==> src/rtl/ps2_pkg.sv <==
// rtl/ps2_pkg.sv - PS/2 event layout, scan-code prefixes and frame FSM encoding
package ps2_pkg;

  localparam int CODE_W     = 8;
  localparam int EV_W       = CODE_W + 2;
  // bits captured after the start bit: 8 data, parity, stop
  localparam int FRAME_BITS = 10;

  localparam logic [CODE_W-1:0] PFX_EXT = 8'hE0;
  localparam logic [CODE_W-1:0] PFX_REL = 8'hF0;

  typedef enum logic [1:0] {
    ST_IDLE = 2'd0,
    ST_RECV = 2'd1,
    ST_DONE = 2'd2
  } frame_state_t;

  // event word layout: {release, extended, code}
  function automatic logic [EV_W-1:0] make_event(input logic rel, input logic ext,
                                                 input logic [CODE_W-1:0] code);
    make_event = {rel, ext, code};
  endfunction

endpackage

==> src/rtl/ps2_frame_rx.sv <==
// rtl/ps2_frame_rx.sv - PS/2 line conditioning and frame receiver; odd parity checked when PS2_PARITY_CHECK_EN is defined
module ps2_frame_rx
  import ps2_pkg::*;
#(
  parameter int CLK_DIV       = 25,
  parameter int FILTER_LEN    = 8,
  parameter int TIMEOUT_TICKS = 2000
) (
  input  logic              clk,
  input  logic              reset,
  input  logic              ps2c,
  input  logic              ps2d,
  output logic [CODE_W-1:0] byte_data,
  output logic              byte_stb,
  output logic              err_stb,
  output logic              timeout_stb
);

  localparam int CNT_W = $clog2(CLK_DIV);
  localparam int TO_W  = $clog2(TIMEOUT_TICKS + 1);
  localparam int BIT_W = $clog2(FRAME_BITS);

  logic                  c_s1, c_s2, d_s1, d_s2;
  logic [CNT_W-1:0]      tick_cnt;
  logic                  tick;
  logic [FILTER_LEN-2:0] filt_hist;
  logic [FILTER_LEN-1:0] filt_win;
  logic                  fclk, fclk_nxt, fall;
  frame_state_t          state, state_nxt;
  logic [BIT_W-1:0]      bit_cnt;
  logic [FRAME_BITS-1:0] shift_q;
  logic [TO_W-1:0]       to_cnt;
  logic                  timeout, frame_ok, done_tick;

  // two-flop synchronisers on both lines, idle-high
  always_ff @(posedge clk or negedge reset) begin
    if (!reset) begin
      c_s1 <= 1'b1;
      c_s2 <= 1'b1;
      d_s1 <= 1'b1;
      d_s2 <= 1'b1;
    end else begin
      c_s1 <= ps2c;
      c_s2 <= c_s1;
      d_s1 <= ps2d;
      d_s2 <= d_s1;
    end
  end

  // sample tick divider: one-clk tick every CLK_DIV clocks
  always_ff @(posedge clk or negedge reset) begin
    if (!reset) tick_cnt <= '0;
    else if (tick) tick_cnt <= '0;
    else tick_cnt <= tick_cnt + 1'b1;
  end

  assign tick     = (tick_cnt == CNT_W'(CLK_DIV - 1));
  assign filt_win = {filt_hist, c_s2};

  // filtered clock only moves once the whole window of samples agrees
  always_comb begin
    fclk_nxt = fclk;
    if (&filt_win) fclk_nxt = 1'b1;
    else if (~|filt_win) fclk_nxt = 1'b0;
  end

  // sample history and filtered clock advance on ticks only
  always_ff @(posedge clk or negedge reset) begin
    if (!reset) begin
      filt_hist <= '1;
      fclk      <= 1'b1;
    end else if (tick) begin
      filt_hist <= filt_win[FILTER_LEN-2:0];
      fclk      <= fclk_nxt;
    end
  end

  assign fall      = tick && fclk && !fclk_nxt;
  assign timeout   = (state == ST_RECV) && tick && !fall && (to_cnt == TO_W'(TIMEOUT_TICKS - 1));
  assign done_tick = (state == ST_DONE) && tick;

`ifdef PS2_PARITY_CHECK_EN
  assign frame_ok = shift_q[FRAME_BITS-1] && (^shift_q[FRAME_BITS-2:0]);
`else
  assign frame_ok = shift_q[FRAME_BITS-1];
`endif

  // frame FSM state register
  always_ff @(posedge clk or negedge reset) begin
    if (!reset) state <= ST_IDLE;
    else state <= state_nxt;
  end

  // frame FSM next state: start bit, ten captured bits, one-tick verdict
  always_comb begin
    state_nxt = state;
    case (state)
      ST_IDLE: if (fall && !d_s2) state_nxt = ST_RECV;
      ST_RECV: begin
        if (fall && (bit_cnt == BIT_W'(FRAME_BITS - 1))) state_nxt = ST_DONE;
        else if (timeout) state_nxt = ST_IDLE;
      end
      ST_DONE: if (tick) state_nxt = ST_IDLE;
      default: state_nxt = ST_IDLE;
    endcase
  end

  // LSB-first shifter, bit counter and inter-edge watchdog
  always_ff @(posedge clk or negedge reset) begin
    if (!reset) begin
      bit_cnt <= '0;
      shift_q <= '0;
      to_cnt  <= '0;
    end else if (state == ST_IDLE) begin
      bit_cnt <= '0;
      to_cnt  <= '0;
    end else if (state == ST_RECV) begin
      if (fall) begin
        shift_q <= {d_s2, shift_q[FRAME_BITS-1:1]};
        bit_cnt <= bit_cnt + 1'b1;
        to_cnt  <= '0;
      end else if (tick) begin
        to_cnt <= to_cnt + 1'b1;
      end
    end
  end

  // one-clk verdict strobes and the accepted byte
  always_ff @(posedge clk or negedge reset) begin
    if (!reset) begin
      byte_stb    <= 1'b0;
      err_stb     <= 1'b0;
      timeout_stb <= 1'b0;
      byte_data   <= '0;
    end else begin
      byte_stb    <= done_tick && frame_ok;
      err_stb     <= (done_tick && !frame_ok) || timeout;
      timeout_stb <= timeout;
      if (done_tick) byte_data <= shift_q[CODE_W-1:0];
    end
  end

endmodule

==> src/rtl/ps2_event_rx.sv <==
// rtl/ps2_event_rx.sv - PS/2 receiver top: prefix decoder and show-ahead event FIFO; parity option PS2_PARITY_CHECK_EN
module ps2_event_rx
  import ps2_pkg::*;
#(
  parameter int CLK_DIV       = 25,
  parameter int FILTER_LEN    = 8,
  parameter int FIFO_DEPTH    = 16,
  parameter int TIMEOUT_TICKS = 2000
) (
  input  logic                        clk,
  input  logic                        reset,
  input  logic                        ps2c,
  input  logic                        ps2d,
  output logic [EV_W-1:0]             ev_data,
  output logic                        ev_valid,
  input  logic                        ev_ready,
  output logic [$clog2(FIFO_DEPTH):0] fifo_count,
  output logic                        overflow,
  output logic                        frame_err,
  input  logic                        clear_err
);

  localparam int AW = $clog2(FIFO_DEPTH);

  logic [CODE_W-1:0] rx_byte;
  logic              rx_stb, rx_err, rx_timeout;
  logic              rel_flag, ext_flag;
  logic              is_ext, is_rel, push_req, pop, full, do_push, ovf_set;
  logic [EV_W-1:0]   mem [FIFO_DEPTH];
  logic [AW-1:0]     wr_ptr, rd_ptr;
  logic [AW:0]       count;

  ps2_frame_rx #(
    .CLK_DIV      (CLK_DIV),
    .FILTER_LEN   (FILTER_LEN),
    .TIMEOUT_TICKS(TIMEOUT_TICKS)
  ) u_frame (
    .clk        (clk),
    .reset      (reset),
    .ps2c       (ps2c),
    .ps2d       (ps2d),
    .byte_data  (rx_byte),
    .byte_stb   (rx_stb),
    .err_stb    (rx_err),
    .timeout_stb(rx_timeout)
  );

  assign is_ext     = (rx_byte == PFX_EXT);
  assign is_rel     = (rx_byte == PFX_REL);
  assign push_req   = rx_stb && !is_ext && !is_rel;
  assign ev_valid   = (count != '0);
  assign full       = (count == (AW + 1)'(FIFO_DEPTH));
  assign pop        = ev_valid && ev_ready;
  assign do_push    = push_req && (!full || pop);
  assign ovf_set    = push_req && full && !pop;
  assign ev_data    = ev_valid ? mem[rd_ptr] : '0;
  assign fifo_count = count;

  // prefix flags: E0/F0 arm, any other code consumes them, timeout drops them
  always_ff @(posedge clk or negedge reset) begin
    if (!reset) begin
      rel_flag <= 1'b0;
      ext_flag <= 1'b0;
    end else if (rx_timeout) begin
      rel_flag <= 1'b0;
      ext_flag <= 1'b0;
    end else if (rx_stb) begin
      if (is_ext) ext_flag <= 1'b1;
      else if (is_rel) rel_flag <= 1'b1;
      else begin
        rel_flag <= 1'b0;
        ext_flag <= 1'b0;
      end
    end
  end

  // event storage; stale entries are never visible because ev_data is gated by ev_valid
  always_ff @(posedge clk) begin
    if (do_push) mem[wr_ptr] <= make_event(rel_flag, ext_flag, rx_byte);
  end

  // FIFO pointers and occupancy; simultaneous push and pop keeps the count
  always_ff @(posedge clk or negedge reset) begin
    if (!reset) begin
      wr_ptr <= '0;
      rd_ptr <= '0;
      count  <= '0;
    end else begin
      if (do_push) wr_ptr <= wr_ptr + 1'b1;
      if (pop) rd_ptr <= rd_ptr + 1'b1;
      case ({do_push, pop})
        2'b10:   count <= count + 1'b1;
        2'b01:   count <= count - 1'b1;
        default: count <= count;
      endcase
    end
  end

  // sticky error flags; a new error in the clearing cycle wins
  always_ff @(posedge clk or negedge reset) begin
    if (!reset) begin
      overflow  <= 1'b0;
      frame_err <= 1'b0;
    end else begin
      overflow  <= (overflow && !clear_err) || ovf_set;
      frame_err <= (frame_err && !clear_err) || rx_err;
    end
  end

endmodule

==> config.mk <==
export PLATFORM = sky130hd
export DESIGN_NAME = ps2_event_rx
export DESIGN_NICKNAME = d
export VERILOG_FILES = /design/src/rtl/ps2_pkg.sv /design/src/rtl/ps2_frame_rx.sv /design/src/rtl/ps2_event_rx.sv
export SDC_FILE = /design/constraint.sdc
export NUM_CORES = 1
export LEC_CHECK = 0
export CORE_AREA = 2 2 139 243
export CTS_CLUSTER_SIZE = 12
export DETAILED_ROUTE_END_ITERATION = 8
export DIE_AREA = 0 0 141 245
export PLACE_DENSITY = 0.45
export SYNTH_ARGS = -nofsm -noshare
export SYNTH_HDL_FRONTEND = slang
export SYNTH_SLANG_ARGS = --single-unit
==> constraint.sdc <==
create_clock -name clk -period 5.8 [get_ports clk]
set_input_delay 0.58 -clock clk [delete_from_list [all_inputs] [get_ports clk]]
set_output_delay 0.58 -clock clk [all_outputs]
set_load 0.005 [all_outputs]
Yosys cells after proc, flatten, opt, wreduce, memory -nomap -nowiden
Memories as Yosys holds them, arrays and structs flattened.
Cells that the tools add are included.

cells by class
  add/sub/neg operators = 7
  eq/ne operators = 15
  mux-type cells = 27
  bitwise operators = 1
  reduce and logical (&&, ||, !) cells = 46

operator list
  kind                                                             number
  11-bit two-way mux                                               4
  1-bit logical AND                                                18
  8-bit equality test, second input constant                       2
  4-bit by 1-bit adder with 4-bit output, second input constant    3
  1-bit two-way mux                                                12
  4-bit two-way mux                                                3
  11-bit by 1-bit adder with 11-bit output, second input constant  1
  11-bit equality test, second input constant                      1
  5-bit by 1-bit adder with 5-bit output, second input constant    2
  5-bit equality test, second input constant                       2
  10-bit two-way mux                                               1
  5-bit case mux with 2 select lines                               1
  1-bit logical NOT                                                9
  2-bit two-way mux                                                4
  2-bit AND reduction                                              4
  8-bit AND reduction                                              1
  2-bit nonzero test                                               4
  8-bit OR reduction                                               1
  2-bit by 1-bit != test with 1-bit output, second input constant  3
  3-bit by 2-bit != test with 1-bit output, second input constant  2
  2-bit case mux with 3 select lines                               1
  3-bit AND reduction                                              2
  5-bit two-way mux                                                1
  5-bit nonzero test                                               1
  other kinds (8)                                                  13

storage, ports and cells
  flip-flop bits (word level) = 72
  bits in writable memories = 160
  input bits = 6
  output and inout bits = 18
  memories kept = 1

memory list
  memory  depth  width  read ports  clocked after memory_dff  write ports  line                RTL
  mem     16     10     1           0                         1            ps2_event_rx.sv:29  logic [EV_W-1:0] mem [FIFO_DEPTH];

Longest topological paths before layout
Gate-level depths: netlist (run 1).

  word-level depth = 11
  gate-level depth with buffers = 11
  mapped depth without buffers = 10

Modules after synthesis
A second synthesis (run 1) with hierarchy kept.

unflattened totals
  cell total of the unflattened synthesis = 589
  area total of the unflattened synthesis = 9779.4 sq um

by module, submodules not included
  module        instances  cells an instance  area an instance (sq um)  seq. area each (sq um)
  ps2_event_rx  1          364                7282.0                    5230.0
  ps2_frame_rx  1          225                2497.4                    1391.3

Worst setup path before layout (run 1)
OpenSTA, ideal clock, no wires.

  path kind = register to register
  start = register count[2] (netlist: fifo_count[2])
  end = register count[4] (netlist: fifo_count[4])
  arrival = 2323 ps
  setup slack = 3346 ps
  stages on the path, launching flop included = 12
  period minus slack after synthesis = 2454 ps
  cells stage by stage = dfrtp_1 > buf_6 > or3_4 > o21ai_4 > nor2_4 > xor2_1 > ha_1 > o31a_1 > nor3b_1 > mux2i_1 > a22oi_1 > o21ai_0

between the ends
  cells in the longest elaborated chain, start to end = 6
  elaborated cells between the ends (all ways) = 12
  those cells by class = add/sub (2); eq/ne (3); mux (1); reduce/logical (6)

RTL lines
  item                                                                                   line                                    RTL
  start, declared                                                                        ps2_event_rx.sv:31                      logic [AW:0] count;
  start signal, assigned                                                                 ps2_event_rx.sv:92                      2'b10: count <= count + 1'b1;
  start signal, assigned                                                                 ps2_event_rx.sv:93                      2'b01: count <= count - 1'b1;
  start signal, assigned                                                                 ps2_event_rx.sv:94                      default: count <= count;
  5-bit equality test or 5-bit nonzero test (tied branches)                              ps2_event_rx.sv:52, ps2_event_rx.sv:51
  1-bit logical NOT or 1-bit logical AND (tied branches)                                 ps2_event_rx.sv:54, ps2_event_rx.sv:53
  1-bit logical OR                                                                       ps2_event_rx.sv:54                      assign do_push = push_req && (!full || pop);
  1-bit logical AND                                                                      ps2_event_rx.sv:54
  2-bit by 1-bit equality test with 1-bit output or 2-bit equality test (tied branches)  ps2_event_rx.sv:91                      case ({do_push, pop})
  5-bit case mux with 2 select lines or 2-bit nonzero test (tied branches)               --

Several ways; a longest one is shown, not always the timed one.
A chain may end at the register's enable or synchronous reset.

Final worst setup path (run 1)
  start = register rd_ptr[0]
  end = output ev_data[3]

between the ends
  cells in the longest elaborated chain, start to end = 2

RTL lines
  item                    line                RTL
  start, declared         ps2_event_rx.sv:30  logic [AW-1:0] wr_ptr, rd_ptr;
  start signal, assigned  ps2_event_rx.sv:90  if (pop) rd_ptr <= rd_ptr + 1'b1;
  memory 16 x 10 bit      --
  10-bit two-way mux      ps2_event_rx.sv:56  assign ev_data = ev_valid ? mem[rd_ptr] : '0;
  end, declared           ps2_event_rx.sv:14  output logic [EV_W-1:0] ev_data,

Every way passes these cells.

==> results of run 1 <==
metrics by stage:
| step | hold WS, ns | cell area (sq um) | utilization (%) |
|---|---|---|---|
| after floorplan | 0.2844 | 9657 | - |
| after global placement | 0.3459 | 10270 | 31.41 |
| after detailed placement | 0.3497 | 10270 | 31.41 |
| after CTS | 0.2480 | 11000 | 33.65 |
| after global routing | 0.2770 | 11000 | 33.65 |
| final | 0.1987 | 11000 | 33.65 |
power groups by stage:
stage | logic (mW) | clock network [mW] | registers [mW]
2_1_floorplan | 0.484 | 0 | 1.85
3_3_place_gp | 0.489 | 0 | 2.02
3_5_place_dp | 0.493 | 0 | 2.02
4_1_cts | 0.496 | 1.49 | 1.98
5_1_grt | 0.526 | 1.55 | 2.00
6_report | 0.484 | 1.44 | 1.97
cells by family after synthesis:
logic type,count (synthesis),share of synthesized area [%]
adder cells (fa/ha/maj),12,1.555
multiplexers,80,13.71
XOR/XNOR,24,2.177
flip-flops,232,68.57
AO/OA/AOI/OAI,54,4.367
buffers and inverters,39,1.905
AND/OR/NAND/NOR,130,7.722
metal layers:
metal | vias up | wire length, um
met5 | - | 0
met1 | 2589 | 7929
li1 | 2247 | -
met3 | 19 | 527
met2 | 82 | 11200
met4 | 0 | 339
synth_stat cells, types with 5 or more instances:
cell | n | area [sq um]
a21oi_1 | 7 | 35.03
and2_1 | 14 | 87.58
buf_2 | 9 | 45.04
clkbuf_1 | 13 | 48.80
dfrtp_1 | 60 | 1501
dfstp_2 | 12 | 315.3
edfxtp_1 | 160 | 4805
ha_1 | 12 | 150.1
inv_1 | 12 | 45.04
mux2_2 | 18 | 202.7
mux2i_1 | 22 | 220.2
mux4_2 | 40 | 900.9
nand2_1 | 34 | 127.6
nand2b_1 | 5 | 31.28
nand3_1 | 9 | 45.04
nand4_1 | 8 | 50.05
nor2_1 | 25 | 93.84
nor3_1 | 7 | 35.03
o21ai_0 | 8 | 40.04
o22ai_1 | 13 | 81.33
xnor2_1 | 14 | 122.6
xor2_1 | 10 | 87.58
placed cells by master, fill, tap and decap left out, types with 2 or more instances in the layout:
cell / instances
buf_4: 3
clkbuf_16: 25
o21ai_0: 8
nor4_2: 2
nor4b_1: 2
a31oi_1: 4
a22o_1: 2
xnor2_1: 14
xor2_1: 10
mux2_2: 18
and2_1: 14
nand2b_1: 5
edfxtp_1: 160
nand4_1: 8
nand4b_4: 2
nor2_1: 25
inv_1: 12
clkbuf_4: 4
dfstp_2: 12
mux4_2: 40
nand2_1: 34
a21oi_1: 7
a21o_1: 2
o22ai_1: 13
nand3_1: 9
dfrtp_2: 2
ha_1: 12
mux2i_1: 22
nor2_2: 3
nor4_1: 3
clkbuf_8: 2
dfrtp_1: 58
nor3_1: 7
clkinv_2: 2
clkdlybuf4s50_1: 22
and4_1: 4
clkbuf_1: 9
clkinv_1: 2
layout make-up:
cell class | instances | share of cell area [%]
Inverter | 12 | 0.4093
Clock inverter | 4 | 0.1592
Clock buffer | 40 | 6.515
Tap cell | 405 | 4.605
Multi-Input combinational cell | 300 | 25.91
Sequential cell | 232 | 60.19
Timing Repair Buffer | 25 | 2.206
worst max-delay path, stage by stage (launching register included):
cell and delay [ns]:
dfrtp_2 1.05, buf_4 0.44, mux4_2 0.54, mux2i_1 0.16
o22ai_1 0.11, clkdlybuf4s50_1 0.48
how the worst max path moves through the flow:
| stage | startpoint | endpoint | slack (ns) | cells after the start |
|---|---|---|---|---|
| after detailed placement | rd_ptr[0] | ev_data[9] | 2.34 | 5 |
| after floorplan | fifo_count[2] | fifo_count[4] | 3.35 | 11 |
| final | rd_ptr[0] | ev_data[3] | 1.91 | 5 |
| after CTS | rd_ptr[0] | ev_data[4] | 1.79 | 5 |
| after global placement | rd_ptr[0] | ev_data[4] | 2.36 | 5 |
| after global routing | rd_ptr[0] | ev_data[3] | 1.60 | 5 |
state kept, by name (all words and copies together), names as in the netlist, 2 cells and up:
signal and count:
u_frame.bit_cnt 4, u_frame.byte_data 8, rd_ptr 4, mem 160, u_frame.state 2, u_frame.shift_q 10, u_frame.tick_cnt 5, wr_ptr 4
fifo_count 5, u_frame.to_cnt 11, u_frame.filt_hist 7
==> reports/metrics.csv, run 1 <==
metric,value,unit
status,"finished, final reports clean",
gr usage total,11.86,%
CTS buffer count,24,
Required @ worst endpoint,5.22,ns
total leakage power,4.274,nW
RR Startpoint,u_frame.byte_data[7],
Comb pwr share,12.4,%
nets,613,
switching power,1.007,mW
pwr/cell area,354.6,nW/um^2
drt pass-1 iters,6,
final WL,20000,um
synthesized area per cell,16.91,sq um
n_diodes,0,
unrepaired setup endpoints after global routing,false,
core area,32700,sq um
Final min period,3.885,ns
Clock power frac,37.0,%
row count,88,
reg2reg path depth,10,
syn_nets,589,
number of flops mapped to enable cells by yosys,160,
placed cells,974,
Setup Crit Path Kind,flip-flop to output port,
Sw Share,25.81,%
antenna-violating nets left,0,
area delta synth->final,13.95,%
Sequential cell area,6624,sq um
skew final,0.01027,ns
met3 Usage GRT,1.619,%
CTS tree,yes,
worst r2r dst,fifo_count[4],
GR met2 Demand/Resource,23.01,%
gpl congestion,0.7263,
die area,34550,sq um
cts hold-fix bufs,0,
post-cts gate resize count,0,
pre-CTS setup slack,2.342,ns
measured slew at the worst slew-check pin,1.113,ns
pins over their slew limit,0,
final setup violation count,0,
first-pass GRT wire length,31440,um
met1 usage,13.36,%
WP data arrival,3.31,ns
htree depth,1,
Setup crit end kind,output port,
DRT iter0 DRCs,226,
IO Port Bufs,23,
Setup Buffers After CTS,0,
asr flop ratio synth,31.03,%
r2r setup slk,2.61,ns
gr busiest metal,met2,
endpoints failing hold,0,
Post-Syn Area,9657,sq um
Skew-Pair Late Insertion Delay,0.51,ns
grt ovf,0,
detailed-route DRC error count,0,
clk root buf,clkbuf_16,
Max Root-Sink Buffers,3,
Final HPWL DP,12940,um
power share of the sequential group,50.6,%
Multi-input gate area,2851,sq um
IO Pins,24,
wire per inst,19.65,um
worst setup margin,1.915,ns
Max Freq,0.2574,GHz
via/cell ratio,4.850,
vias in the first global route,5315,
die height,245,um
P_int,2.895,mW
Syn Inst Count,571,
# clock sinks,232,
initial antenna violation count,0,
Design Power,3.902,mW
Worst slew margin,25.78,%
Finished Layout Cells,1018,
Yosys reg bits,232,
Die W,141,um
"CTS clk-pin slew, worst paths",0.06,ns
Tcrit/Tclk final,66.99,%
Yosys cell types,63,
layout cell share with drive strength beyond 1,20.88,%
Worst Hold Class,primary input to asynchronous set/reset pin,
largest net degree at the start of global routing,73,
max-cap violation count,0,
Filler cells,3116,
Max IR drop VDD,158.2,uV
Startpoint Class,flip-flop,
via count,4937,
"Seq/Total Area, Yosys",68.57,%
Final TNS setup,0,ns
Synth Flop Type,edfxtp_1,
synth warn,0,
crit path max fanout,30,
Initial Utilization,29.53,%
No activity file was read; power rests on OpenSTA's default activity.
==> run 2, diff against run 1 <==
==> constraint.sdc (replaced) <==
create_clock -name clk -period 3.6 [get_ports clk]
set_input_delay 0.36 -clock clk [delete_from_list [all_inputs] [get_ports clk]]
set_output_delay 0.36 -clock clk [all_outputs]
set_load 0.005 [all_outputs]
==> run 2 against run 1 <==
Cell count rose by 1.7%. Routed wire length rose by 3.2%. The run now ends with hold timing left. Register-to-register slack got worse by 1.9 ns. Highest routed layer unchanged. Non-clock buffer count grew 17.
==> reports/metrics.csv, run 2 (synthesized netlist as in run 1, its figures left out) <==
metric,value,unit,change
gpl congestion,0.8438,,was 0.7263
Final Util,34.29,%,was 33.65%
Max Freq,0.2942,GHz,
Tcrit/Tclk final,94.42,%,
Top reg by flops,mem,,unchanged
"Slowest-stage cell, CP",dfrtp_1,,was dfrtp_2
pwr/cell area,579.7,nW/um^2,was 354.6 nW/um^2
Initial Utilization,29.53,%,unchanged
status,"complete, but fails checks",,"was finished, final reports clean"
drt pass-1 iters,4,,was 6
"CTS clk-pin slew, worst paths",0.06,ns,about the same
via/cell ratio,4.890,,was 4.850
CTS buffer count,25,,was 24
gr usage total,12.32,%,was 11.86%
first-pass GRT wire length,32480,um,was 31440 um
crit-path cells,or3_4 -> or2_2 -> nand2b_1 -> o22ai_1 -> clkdlybuf4s50_1,,was buf_4 -> mux4_2 -> mux2i_1 -> o22ai_1 -> clkdlybuf4s50_1
failing checks,hold timing,,
Sw Share,25.52,%,was 25.81%
measured slew at the worst slew-check pin,0.9822,ns,was 1.113 ns
wire per inst,19.95,um,was 19.65 um
Filler cells,3117,,was 3116
via count,5061,,was 4937
Final TNS setup,0,ns,unchanged
Final HPWL DP,13730,um,was 12940 um
Worst Hold Class,primary input to asynchronous set/reset pin,,unchanged
Comb pwr share,14.2,%,was 12.4%
layout cell share with drive strength beyond 1,23.02,%,was 20.88%
pins over their slew limit,0,,unchanged
die area,34550,sq um,unchanged
IO Pins,24,,unchanged
n_diodes,0,,unchanged
power share of the sequential group,47.7,%,was 50.6%
detailed-route DRC error count,0,,unchanged
DRT iter0 DRCs,185,,was 226
Required @ worst endpoint,3.24,ns,was 5.22 ns
most frequent cells in the layout,"160 x edfxtp_1, 58 x dfrtp_1, 40 x mux4_2, 34 x nand2_1",,unchanged
Startpoint Class,flip-flop,,unchanged
initial antenna violation count,0,,unchanged
worst r2r dst,fifo_count[4],,unchanged
Multi-input gate area,2851,sq um,unchanged
# clock sinks,232,,unchanged
die height,245,um,unchanged
Setup Crit Path Kind,flip-flop to output port,,unchanged
P_int,4.841,mW,was 2.895 mW
final setup violation count,0,,unchanged
endpoints failing hold,31,,was 0
IO Port Bufs,23,,unchanged
Die W,141,um,unchanged
RR Startpoint,u_frame.byte_data[2],,was u_frame.byte_data[7]
clk root buf,clkbuf_16,,unchanged
post-cts gate resize count,0,,unchanged
Max IR drop VDD,319.7,uV,was 158.2 uV
Clock power frac,38.1,%,was 37.0%
Design Power,6.500,mW,was 3.902 mW
top flop regs,"mem x160, u_frame.to_cnt x11, u_frame.shift_q x10",,unchanged
largest stage delay on the critical path,0.53,ns,was 1.05 ns
Max Root-Sink Buffers,3,,unchanged
Sequential cell area,6624,sq um,unchanged
hold_ws,-0.01437,ns,was 0.1987 ns
Skew-Pair Late Insertion Delay,0.52,ns,was 0.51 ns
grt ovf,0,,unchanged
CTS tree,yes,,unchanged
max FFs per register,160,,unchanged
WP data arrival,3.04,ns,was 3.31 ns
vias in the first global route,5505,,was 5315
Final min period,3.399,ns,
Worst slew margin,34.52,%,was 25.78%
nets,631,,was 613
crit path max fanout,13,,was 30
Setup crit end kind,output port,,unchanged
unrepaired setup endpoints after global routing,false,,unchanged
"commonest non-fill, non-tap cell in the layout",edfxtp_1,,unchanged
skew final,0.009323,ns,was 0.01027 ns
row count,88,,unchanged
switching power,1.659,mW,was 1.007 mW
max-cap violation count,0,,unchanged
cts hold-fix bufs,0,,unchanged
htree depth,1,,unchanged
largest net degree at the start of global routing,73,,unchanged
Setup Buffers After CTS,0,,unchanged
total leakage power,4.390,nW,was 4.274 nW
area delta synth->final,16.11,%,was 13.95%
core area,32700,sq um,unchanged
antenna-violating nets left,0,,unchanged
reg2reg path depth,10,,unchanged
final WL,20650,um,was 20000 um
r2r setup slk,0.75,ns,was 2.61 ns
[run 2: cell types whose count changed in the layout (fill, tap and decap cells not counted), moves of 2 or more]
cell / previous run / this run
buf_12: 0 / 2
buf_4: 3 / 18
bufinv_16: 0 / 2
clkbuf_4: 4 / 0
[run 2: worst max-delay path by stage]
stage | from | endpoint | slack (ns) | cells after the start
floorplan | fifo_count[2] | fifo_count[4] | 1.15 | 11
global route | fifo_count[1] | ev_data[6] | 0.07 | 5
finish | fifo_count[1] | ev_data[1] | 0.20 | 5
detailed placement | ev_ready | mem[10][1] | 0.71 | 5
global placement | u_frame.byte_data[2] | fifo_count[4] | 0.77 | 10
CTS | fifo_count[1] | ev_data[1] | 0.15 | 5
[run 2: power groups by stage]
stage          logic [mW]  registers (mW)  clock network (mW)
2_1_floorplan       0.780            2.99                   0
3_3_place_gp        0.948            3.16                   0
4_1_cts             0.952            3.11                2.57
5_1_grt             0.996            3.12                2.67
3_5_place_dp        0.952            3.17                   0
6_report            0.922            3.10                2.47
[run 2: routing by layer]
metal  global-route usage [%]  vias up  routed length (um)
met5                        0        -                   0
met4                    4.088        0                 431
met3                    1.522       29                 498
met2                    24.03       66               11820
met1                    13.62     2675                7896
li1                         -     2291                   -
[run 2: worst max-delay path, delay by kind of cell, from the launching register on]
kind,cells,cell delay [ns]
buffers and inverters,1,0.48
DFF,1,0.53
AOI/OAI and AO/OA,1,0.21
and+or+nand+nor,3,1.29
[run 2: area by class of cell]
type | instances | share of cell area (%)
Tap cell | 405 | 4.520
Inverter | 12 | 0.4017
Clock buffer | 36 | 6.216
Timing Repair Buffer | 42 | 3.526
Clock inverter | 8 | 0.8258
Sequential cell | 232 | 59.08
Multi-Input combinational cell | 300 | 25.43
[run 2: metrics by stage]
step,instances,instance area (sq um),setup slack (ns)
finish,1035,11210,0.2008
global route,1035,11210,0.06671
CTS,1035,11210,0.1454
detailed placement,991,10420,0.7062
global placement,991,10420,0.7675
floorplan,571,9657,1.146
==> run 3, diff against run 2 <==
--- a/config.mk
+++ b/config.mk
@@ -5,11 +5,11 @@
 export SDC_FILE = /design/constraint.sdc
 export NUM_CORES = 1
 export LEC_CHECK = 0
-export CORE_AREA = 2 2 139 243
+export CORE_AREA = 2 2 109 189
 export CTS_CLUSTER_SIZE = 12
 export DETAILED_ROUTE_END_ITERATION = 8
-export DIE_AREA = 0 0 141 245
-export PLACE_DENSITY = 0.45
+export DIE_AREA = 0 0 111 191
+export PLACE_DENSITY = 0.67
 export SYNTH_ARGS = -nofsm -noshare
 export SYNTH_HDL_FRONTEND = slang
 export SYNTH_SLANG_ARGS = --single-unit
==> constraint.sdc (replaced) <==
create_clock -name clk -period 3.6 [get_ports clk]
set_input_delay 0.72 -clock clk [delete_from_list [all_inputs] [get_ports clk]]
set_output_delay 0.72 -clock clk [all_outputs]
set_load 0.005 [all_outputs]
==> run 3 against run 2 <==
Highest routed layer unchanged. Cell count shrank 16%. First-iteration DRC count grew 52%. Setup slack got worse by 0.033 ns. Combinational power up 17%. Clock power fell by 12%. Die area decreased by 39%. Non-clock buffer count unchanged. Flip-flop and latch count unchanged. Largest cell class unchanged. Global-route usage up 6.0 points. The flow now finishes without violations. Sequential power is 4% lower. Core utilization grew 21 points.
==> reports/metrics.csv, run 3 (synthesized netlist as in run 1, its figures left out) <==
metric,value,unit,change
status,"finished, final reports clean",,"was complete, but fails checks"
Startpoint Class,flip-flop,,unchanged
gr usage total,18.32,%,was 12.32%
die height,191,um,was 245 um
Initial Utilization,49.13,%,was 29.53%
DRT iter0 DRCs,281,,was 185
Tcrit/Tclk final,95.33,%,was 94.42%
gpl congestion,0.8198,,was 0.8438
initial antenna violation count,0,,unchanged
htree depth,1,,unchanged
max FFs per register,160,,unchanged
CTS buffer count,23,,was 25
final setup violation count,0,,unchanged
WP data arrival,2.71,ns,was 3.04 ns
die area,21200,sq um,was 34550 sq um
first-pass GRT wire length,29980,um,was 32480 um
pwr/cell area,571.9,nW/um^2,was 579.7 nW/um^2
grt ovf,0,,unchanged
Max IR drop VDD,458.5,uV,was 319.7 uV
Final Util,55.61,%,was 34.29%
detailed-route DRC error count,0,,unchanged
Top reg by flops,mem,,unchanged
area delta synth->final,13.18,%,was 16.11%
layout cell share with drive strength beyond 1,22.01,%,was 23.02%
Worst Hold Class,primary input to asynchronous set/reset pin,,unchanged
antenna-violating nets left,0,,unchanged
n_diodes,0,,unchanged
"CTS clk-pin slew, worst paths",0.06,ns,about the same
IO Pins,24,,unchanged
row count,68,,was 88
hold_ws,0.3364,ns,was -0.01437 ns
Required @ worst endpoint,2.88,ns,was 3.24 ns
skew final,0.01089,ns,was 0.009323 ns
Setup Crit Path Kind,flip-flop to output port,,unchanged
nets,629,,was 631
Final HPWL DP,12940,um,was 13730 um
drt pass-1 iters,4,,unchanged
unrepaired setup endpoints after global routing,false,,unchanged
via count,5028,,was 5061
most frequent cells in the layout,"160 x edfxtp_1, 59 x dfrtp_1, 40 x mux4_2, 34 x nand2_1, 25 x nor2_1",,"was 160 x edfxtp_1, 58 x dfrtp_1, 40 x mux4_2, 34 x nand2_1"
Max Freq,0.2914,GHz,was 0.2942 GHz
crit path max fanout,15,,was 13
CTS tree,yes,,unchanged
largest net degree at the start of global routing,38,,was 73
top flop regs,"mem x160, u_frame.to_cnt x11, u_frame.shift_q x10",,unchanged
Max Root-Sink Buffers,3,,unchanged
"commonest non-fill, non-tap cell in the layout",edfxtp_1,,unchanged
total leakage power,4.342,nW,was 4.390 nW
Skew-Pair Late Insertion Delay,0.49,ns,was 0.52 ns
endpoints failing hold,0,,was 31
vias in the first global route,5412,,was 5505
max-cap violation count,0,,unchanged
final WL,18850,um,was 20650 um
Worst slew margin,43.98,%,was 34.52%
wire per inst,21.62,um,was 19.95 um
Final TNS setup,0,ns,unchanged
clk root buf,clkbuf_16,,unchanged
pins over their slew limit,0,,unchanged
IO Port Bufs,23,,unchanged
# clock sinks,232,,unchanged
core area,19650,sq um,was 32700 sq um
Setup crit end kind,output port,,unchanged
via/cell ratio,5.766,,was 4.890
Die W,111,um,was 141 um
measured slew at the worst slew-check pin,0.8404,ns,was 0.9822 ns
Final min period,3.432,ns,was 3.399 ns
==> run 3: through the flow <==
step | std cells | area [sq um] | power [mW] | setup WS [ns]
final | 872 | 10930 | 6.251 | 0.1680
after global routing | 872 | 10930 | 6.495 | 0.07656
after global placement | 828 | 10200 | 4.046 | 0.4407
after CTS | 870 | 10910 | 6.318 | 0.02531
after detailed placement | 828 | 10200 | 4.070 | 0.4345
after floorplan | 571 | 9657 | 3.768 | 1.146
==> run 3: layer usage <==
layer / up-vias / part of all wire (%) / track usage [%]
li1: 2286 / - / -
met1: 2601 / 37 / 20.04
met2: 104 / 58 / 36.24
met3: 37 / 2.8 / 1.966
met4: 0 / 2.7 / 6.538
met5: - / 0 / 0
==> run 3: layout make-up <==
class,count,area (sq um)
clock buffer,40,649.4
clock inverter,1,30.03
inverter,12,45.04
fill,1530,8725
multi-input combinational,300,2858
sequential,232,6623
tap,245,306.5
timing repair buffer,42,417.9
==> run 3: repair_timing <==
| action | CTS | global route |
|---|---|---|
| setup buffers | 0 | 2 |
| hold buffers | 0 | 0 |
| endpoints found under the setup margin | 4 | 3 |
| gates cloned | 1 | 0 |
| gates resized for setup | 2 | 0 |
==> run 3: path summary, 6_finish.rpt <==
kind | startpoint | endpoint | slack [ns] | cells past startpoint
worst min-delay path | reset | u_frame.byte_data[3] | 0.34 | 1
max in group asynchronous | reset | u_frame.filt_hist[6] | 2.42 | 2
worst max register to register | fifo_count[2] | fifo_count[4] | 0.82 | 10
worst max-delay path | rd_ptr[0] | ev_data[0] | 0.17 | 5
worst min register to register | u_frame.d_s1 | u_frame.d_s2 | 0.35 | 0
min in group clk | u_frame.d_s1 | u_frame.d_s2 | 0.35 | 0
==> run 3: power breakdown <==
group,leakage (nW),switching (mW),internal [mW]
clock network,0.324,0.897,1.29
registers,2.79,0.102,2.89
logic,1.22,0.548,0.530
total,4.34,1.55,4.70
==> run 3: worst max-delay path, stage by stage, from the launching register on <==
cell,delay [ns]
dfrtp_2,0.48
bufbuf_16,0.36
mux4_2,0.51
mux2i_1,0.28
o22ai_1,0.13
clkdlybuf4s50_1,0.45
